File: config.mk
export PLATFORM = sky130hd
export DESIGN_NAME = ps2_kbd_rx_flat
export DESIGN_NICKNAME = d
export VERILOG_FILES = /design/src/rtl/ps2_kbd_rx_if.sv /design/src/rtl/ps2_kbd_rx.sv /design/src/flat_wrapper.sv
export SDC_FILE = /design/constraint.sdc
export NUM_CORES = 1
export LEC_CHECK = 0
export ABC_AREA = 1
export BUFFER_PORTS_ARGS = -buffer_cell sky130_fd_sc_hd__buf_2
export CORE_UTILIZATION = 55
export DETAILED_ROUTE_END_ITERATION = 8
export PLACE_DENSITY = 0.72
export SLEW_MARGIN = 0
export SYNTH_ARGS = -nofsm -noshare
export SYNTH_HDL_FRONTEND = slang
export SYNTH_SLANG_ARGS = --single-unit
export TNS_END_PERCENT = 10
File: constraint.sdc
create_clock -name clk -period 4.2 [get_ports clk]
set_input_delay 0.21 -clock clk [delete_from_list [all_inputs] [get_ports clk]]
set_output_delay 0.21 -clock clk [all_outputs]
set_load 0.05 [all_outputs]
File: src/rtl/ps2_kbd_rx_if.sv
// Key-event read port of the PS/2 keyboard receiver.
// master = event source (receiver), slave = host logic popping events.
interface ps2_kbd_rx_if #(
  parameter int FIFO_DEPTH = 4
);
  localparam int CW = $clog2(FIFO_DEPTH) + 1;

  logic          rd_en;
  logic          ev_valid;
  logic [7:0]    ev_code;
  logic          ev_break;
  logic          ev_ext;
  logic [CW-1:0] fifo_count;

  modport master (
    input  rd_en,
    output ev_valid, ev_code, ev_break,
    output ev_ext, fifo_count
  );

  modport slave (
    output rd_en,
    input  ev_valid, ev_code, ev_break,
    input  ev_ext, fifo_count
  );
endinterface

File: src/rtl/ps2_kbd_rx.sv
// PS/2 keyboard receiver: filtered edge detect, frame FSM,
// Set-2 E0/F0 prefix decode and a show-ahead key-event FIFO.
module ps2_kbd_rx #(
  parameter int FILT_LEN    = 8,
  parameter int FIFO_DEPTH  = 4,
  parameter int TIMEOUT_CYC = 50000,
  parameter int REPORT_MAKE = 1
) (
  input  logic clk,
  input  logic reset,
  input  logic ps2clk,
  input  logic ps2data,
  ps2_kbd_rx_if.master ev,
  output logic frame_err,
  output logic overflow
);
  localparam int H  = FILT_LEN / 2;
  localparam int AW = $clog2(FIFO_DEPTH);
  localparam int CW = AW + 1;
  localparam int TW = $clog2(TIMEOUT_CYC + 1);

  typedef enum logic [1:0] {
    IDLE, DATA, PARITY, STOP
  } state_t;

  state_t          state;
  logic [FILT_LEN-1:0] hist;
  logic [1:0]      dsync;
  logic            fall;
  logic            din;
  logic [7:0]      sh;
  logic [2:0]      bitcnt;
  logic            par;
  logic            ext;
  logic            brk;
  logic [TW-1:0]   to;
  logic            push;
  logic [9:0]      push_ev;

  logic [9:0]      mem [FIFO_DEPTH];
  logic [AW-1:0]   wp;
  logic [AW-1:0]   rp;
  logic [CW-1:0]   count;
  logic            empty;
  logic            full;
  logic            do_pop;
  logic            do_push;
  logic [9:0]      head;

  // The history doubles as the ps2clk synchroniser.
  assign fall = (&hist[FILT_LEN-1:H]) & ~(|hist[H-1:0]);
  assign din  = dsync[1];

  always_ff @(posedge clk or posedge reset) begin
    if (reset) begin
      hist  <= '0;
      dsync <= '0;
    end else begin
      hist  <= {hist[FILT_LEN-2:0], ps2clk};
      dsync <= {dsync[0], ps2data};
    end
  end

  always_ff @(posedge clk or posedge reset) begin
    if (reset) begin
      state     <= IDLE;
      sh        <= '0;
      bitcnt    <= '0;
      par       <= 1'b0;
      ext       <= 1'b0;
      brk       <= 1'b0;
      to        <= '0;
      push      <= 1'b0;
      push_ev   <= '0;
      frame_err <= 1'b0;
    end else begin
      frame_err <= 1'b0;
      push      <= 1'b0;
      if (state == IDLE || fall)
        to <= '0;
      else
        to <= to + 1'b1;
      if (state != IDLE && !fall &&
          to == TW'(TIMEOUT_CYC - 1)) begin
        frame_err <= 1'b1;
        state     <= IDLE;
        ext       <= 1'b0;
        brk       <= 1'b0;
      end else if (fall) begin
        unique case (state)
          IDLE: begin
            if (!din) begin
              state  <= DATA;
              bitcnt <= '0;
            end else begin
              frame_err <= 1'b1;
              ext       <= 1'b0;
              brk       <= 1'b0;
            end
          end
          DATA: begin
            sh     <= {din, sh[7:1]};
            bitcnt <= bitcnt + 1'b1;
            if (bitcnt == 3'd7)
              state <= PARITY;
          end
          PARITY: begin
            par   <= din;
            state <= STOP;
          end
          STOP: begin
            state <= IDLE;
            if (!din || !(^{sh, par})) begin
              frame_err <= 1'b1;
              ext       <= 1'b0;
              brk       <= 1'b0;
            end else if (sh == 8'hE0) begin
              ext <= 1'b1;
            end else if (sh == 8'hF0) begin
              brk <= 1'b1;
            end else begin
              push    <= (REPORT_MAKE != 0) || brk;
              push_ev <= {ext, brk, sh};
              ext     <= 1'b0;
              brk     <= 1'b0;
            end
          end
          default: state <= IDLE;
        endcase
      end
    end
  end

  assign empty   = (count == '0);
  assign full    = (count == CW'(FIFO_DEPTH));
  assign do_pop  = ev.rd_en & ~empty;
  assign do_push = push & (~full | do_pop);

  always_ff @(posedge clk) begin
    if (do_push)
      mem[wp] <= push_ev;
  end

  always_ff @(posedge clk or posedge reset) begin
    if (reset) begin
      wp       <= '0;
      rp       <= '0;
      count    <= '0;
      overflow <= 1'b0;
    end else begin
      overflow <= push & full & ~do_pop;
      if (do_push)
        wp <= wp + 1'b1;
      if (do_pop)
        rp <= rp + 1'b1;
      unique case ({do_push, do_pop})
        2'b10:   count <= count + 1'b1;
        2'b01:   count <= count - 1'b1;
        default: count <= count;
      endcase
    end
  end

  assign head          = mem[rp];
  assign ev.ev_valid   = ~empty;
  assign ev.ev_code    = empty ? 8'h00 : head[7:0];
  assign ev.ev_break   = ~empty & head[8];
  assign ev.ev_ext     = ~empty & head[9];
  assign ev.fifo_count = count;
endmodule
File: src/flat_wrapper.sv
// flat-port wrapper written by rule: the top's interface ports become plain ports
module ps2_kbd_rx_flat 
#(
  parameter int FILT_LEN    = 8,
  parameter int FIFO_DEPTH  = 4,
  parameter int TIMEOUT_CYC = 50000,
  parameter int REPORT_MAKE = 1
)
  (clk, reset, ps2clk, ps2data, frame_err, overflow, ev_rd_en, ev_ev_valid, ev_ev_code, ev_ev_break, ev_ev_ext, ev_fifo_count);
  ps2_kbd_rx_if #(.FIFO_DEPTH(FIFO_DEPTH)) ev_i ();
  input  logic clk;
  input  logic reset;
  input  logic ps2clk;
  input  logic ps2data;
  output logic frame_err;
  output logic overflow;
  input wire logic [$bits(ev_i.rd_en)-1:0] ev_rd_en;
  output wire logic [$bits(ev_i.ev_valid)-1:0] ev_ev_valid;
  output wire logic [$bits(ev_i.ev_code)-1:0] ev_ev_code;
  output wire logic [$bits(ev_i.ev_break)-1:0] ev_ev_break;
  output wire logic [$bits(ev_i.ev_ext)-1:0] ev_ev_ext;
  output wire logic [$bits(ev_i.fifo_count)-1:0] ev_fifo_count;
  assign ev_i.rd_en = ev_rd_en;
  assign ev_ev_valid = ev_i.ev_valid;
  assign ev_ev_code = ev_i.ev_code;
  assign ev_ev_break = ev_i.ev_break;
  assign ev_ev_ext = ev_i.ev_ext;
  assign ev_fifo_count = ev_i.fifo_count;
  ps2_kbd_rx #(.FILT_LEN(FILT_LEN), .FIFO_DEPTH(FIFO_DEPTH), .TIMEOUT_CYC(TIMEOUT_CYC), .REPORT_MAKE(REPORT_MAKE)) u_core (.clk(clk), .reset(reset), .ps2clk(ps2clk), .ps2data(ps2data), .ev(ev_i), .frame_err(frame_err), .overflow(overflow));
endmodule
==> results.sh <==
export IMPL_fp_dieArea_um2=9300
export IMPL_grt_setup_unrepaired="false"
export IMPL_floorplan_core_area_um2=8678
export IMPL_final_setup_viol_count=0
export IMPL_clock_insertion_delay_worst_skew_ns=0.36
export IMPL_numPortBuffers=20
export IMPL_critical_path_required_ns=3.99
export IMPL_gpl_final_weighted_congestion=0.8434
export IMPL_worst_r2r_startpoint="u_core.ev.fifo_count[0]"
export IMPL_critical_path_max_stage_delay_ns=0.80
export IMPL_setup_worst_path_start="u_core.rp[0]"
export IMPL_path_cells="inv_1, o21ai_0, a21oi_1, buf_2"
export IMPL_synth_cell_type_count=38
export IMPL_cpMaxStageDelayCell="dfrtp_1"
export IMPL_period_share_pct=56.88
export IMPL_cts_hold_buffers=3
export IMPL_skew_ns=0.01214
export IMPL_h_tree_levels=3
export IMPL_area_share_of_fa_ha_maj_cells_after_synthesis_pct=3.724
export IMPL_dieWidth_um=96.44
export IMPL_num_nets_final=586
export IMPL_area_fraction_in_compound_gates_after_synthesis_pct=6.786
export IMPL_crit_family="flip-flops"
export IMPL_final_cell_area_um2=5334
export IMPL_multi_input_area_um2=1793
export IMPL_dp_hpwl_mm=6.087
export IMPL_irDropWorstVdd_mv=0.2356
export IMPL_num_antenna_cells=0
export IMPL_post_synth_xor_area_fraction_pct=1.429
export IMPL_main_combinational_cell_family_by_area_after_synthesis="simple AND/OR/NAND/NOR gates"
export IMPL_core_rowCount=34
export IMPL_initial_utilization_pct=56.52
export IMPL_cts_sink_count=102
export IMPL_vias_per_cell=4.993
export IMPL_route_final_wire_length_mm=8.461
export IMPL_drt_drc_violations_left=0
export IMPL_cts_repair_resize_count=0
export IMPL_floorplan_io_pins=21
export IMPL_cellLeakagePower_nw=2.403
export IMPL_clockRootBuffer="clkbuf_8"
export IMPL_power_per_cell_area_nw_per_um2=465.4
export IMPL_synthSimpleGateAreaFrac_pct=24.62
export IMPL_first_global_vias=3071
export IMPL_clockBufferDepth=2
export IMPL_fin_setup_tns_ns=0
export IMPL_crit_fanout=23
export IMPL_filler_instances=745
export IMPL_critical_path_buf_inv_count=2
export IMPL_post_cts_repair_setup_buffers=0
export IMPL_post_synthesis_mux_area_share_pct=0
export IMPL_timing_final_max_slew_violations=0
export IMPL_arrival_time_at_the_worst_endpoint_ns=2.18
export IMPL_max_slew_margin_pct=37.26
export IMPL_clk_pin_slew_ns=0.10
export IMPL_cts_bufs_inserted=9
export IMPL_run_status="finished, final reports clean"
export IMPL_syn_mean_instance_area_um2=9.049
export IMPL_min_path_type="in2reg"
export IMPL_min_tclk_post_route_ns=2.389
export IMPL_max_cap_violations=0
export IMPL_ant_nets=0
export IMPL_hold_path_startpoint="ev_rd_en"
export IMPL_yosys_warnings=0
export IMPL_area_growth_synth_to_final_pct=8.750
export IMPL_post_dp_cell_area_um2=5100
export IMPL_num_vias=3395
export IMPL_sequential_cell_area_um2=2753
export IMPL_net_count_after_synthesis=561
export IMPL_ys_seq_area_share_pct=56.12
export IMPL_groute_usage_overall_pct=19.93
export IMPL_synthesis_instances=542
export IMPL_timing_worst_setup_path_type="reg2out"
export IMPL_post_synthesis_sequential_element_count=102
export IMPL_drt_pass1_iter_count=4
export IMPL_grt_pass1_wl_mm=14.08
export IMPL_post_route_cells_drive_above_1_share_pct=11.71
export IMPL_cp_start_kind="register"
export IMPL_drt_initial_drc_count=183
export IMPL_highest_clock_rate_mhz=418.6
export IMPL_global_route_overflow_total=0
export IMPL_grt_start_max_net_pins=41
export IMPL_worst_setup_path_end_kind="output port"
export IMPL_tightest_slew_ns=0.9376
export IMPL_tritoncts="built"
export IMPL_wl_per_cell_um=12.44
export IMPL_finalHoldViolCount=0
export IMPL_grt_antenna_before_repair=0
export IMPL_die_height_um=96.44
export IMPL_netlist_area_um2=4905
## cell usage in the layout, fill, tap and decap left out, types with 2 or more instances in the layout
master         Yosys  routed
nor3_1             8       8
nand2_4            2       2
xor2_1             6       6
dfrtp_1           62      62
a21oi_1           20      20
or2_2              2       2
inv_1             80      79
nor2_2             5       5
nor2b_2            2       2
nor2_1            88      88
buf_2              1      20
dlygate4sd3_1      0       3
nor2_4             4       4
nand4_1            5       5
o21ai_0           32      32
clkbuf_8           0       9
inv_2              3       4
nand2_1          105     105
o21ai_1           10      10
ha_1              13      13
nand2_2            4       4
edfxtp_1          40      40
xnor2_1            2       2
nand3_1           27      27
inv_6              0       2
## state kept, by name (all words and copies together), names as in the netlist, 2 cells and up
signal and flops:
u_core.state 2, u_core.to 16, u_core.wp 2, u_core.push_ev 10, u_core.rp 2, u_core.mem 40, u_core.ev.fifo_count 3, u_core.hist 8
u_core.sh 8, u_core.dsync 2, u_core.bitcnt 3
## power breakdown
part | total (mW) | internal [mW] | switching (mW) | leakage, nW
combinational | 0.718 | 0.173 | 0.545 | 1.20
clock | 0.637 | 0.284 | 0.353 | 0.102
sequential | 1.13 | 1.06 | 0.0674 | 1.10
## synthesized netlist by cell type
cell type / number / area (µm²)
nor3_1: 8 / 40.04
xor2_1: 6 / 52.55
nand3_1: 27 / 135.1
a211oi_1: 1 / 7.510
xnor2_1: 2 / 17.52
nand2_2: 4 / 25.02
buf_1: 1 / 3.750
nor3_4: 1 / 16.27
o21a_1: 1 / 7.510
nand4_1: 5 / 31.28
nor2_8: 1 / 20.02
nor4_1: 1 / 6.260
nand3_2: 1 / 10.01
edfxtp_1: 40 / 1201
o21bai_1: 1 / 7.510
nand2_4: 2 / 22.52
nor2b_2: 2 / 17.52
nand4_4: 1 / 21.27
nor2_4: 4 / 45.04
inv_2: 3 / 11.26
buf_2: 1 / 5.000
buf_6: 1 / 11.26
clkbuf_1: 6 / 22.52
inv_1: 80 / 300.3
ha_1: 13 / 162.7
o21ai_0: 32 / 160.2
fa_1: 1 / 20.02
or2_2: 2 / 12.51
nand3_4: 1 / 17.52
clkbuf_2: 1 / 5.000
nor4_4: 1 / 21.27
dfrtp_1: 62 / 1551
nor2_2: 5 / 31.28
nand2_1: 105 / 394.1
nor3_2: 1 / 10.01
a21oi_1: 20 / 100.1
o21ai_1: 10 / 50.05
nor2_1: 88 / 330.3
## path summary, 6_finish.rpt
path	end	slack, ns	cells past startpoint
max	ev_ev_code[7]	1.81	4
min	u_core.overflow	0.16	4
max reg2reg	u_core.ev.fifo_count[2]	2.05	10
min reg2reg	u_core.dsync[1]	0.36	0
max in group asynchronous	u_core.state[1]	2.90	4
min in group asynchronous	u_core.ev.fifo_count[1]	0.42	3
## kinds of logic after synthesis
kind of cell	after synthesis
AO/OA/AOI/OAI	65
XOR/XNOR	8
adder cells (fa/ha/maj)	14
buffers and inverters	93
flip-flops	102
AND/OR/NAND/NOR	260
## per-stage QoR
step	util [%]	power, mW	instances	setup slack (ns)	hold slack (ns)
global placement	58.77	1.850	661	2.138	0.2518
CTS	61.46	2.513	680	1.756	0.1457
detailed placement	58.77	1.869	661	2.051	0.2657
finish	61.46	2.482	680	1.811	0.1563
global route	61.46	2.624	680	1.590	0.1736
floorplan	-	1.728	542	1.672	0.2414
## layer usage
layer / up-vias / GRT usage [%] / routed length (µm)
li1: 1763 / - / -
met1: 1574 / 26.18 / 4077
met2: 52 / 33.22 / 4103
met3: 6 / 5.008 / 214
met4: 0 / 5.147 / 66
met5: - / 0 / 0
## worst register-to-register path, delay by kind of cell (launching register included)
| kind | cells | cell delay (ns) |
|---|---|---|
| xor gates and xnor gates | 1 | 0.15 |
| DFF | 1 | 0.42 |
| AOI/OAI and AO/OA | 2 | 0.27 |
| buffers and inverters | 2 | 0.23 |
| and+or+nand+nor | 3 | 0.39 |
| adders and majority gates | 2 | 0.57 |
## cell type report
type,count,area share [%]
Multi-Input combinational cell,347,33.61
Clock buffer,9,2.322
Sequential cell,102,51.61
Inverter,83,5.841
Clock inverter,7,1.501
Timing Repair Buffer,24,2.580
Tap cell,108,2.533
Power figures use the tool's default switching activity.
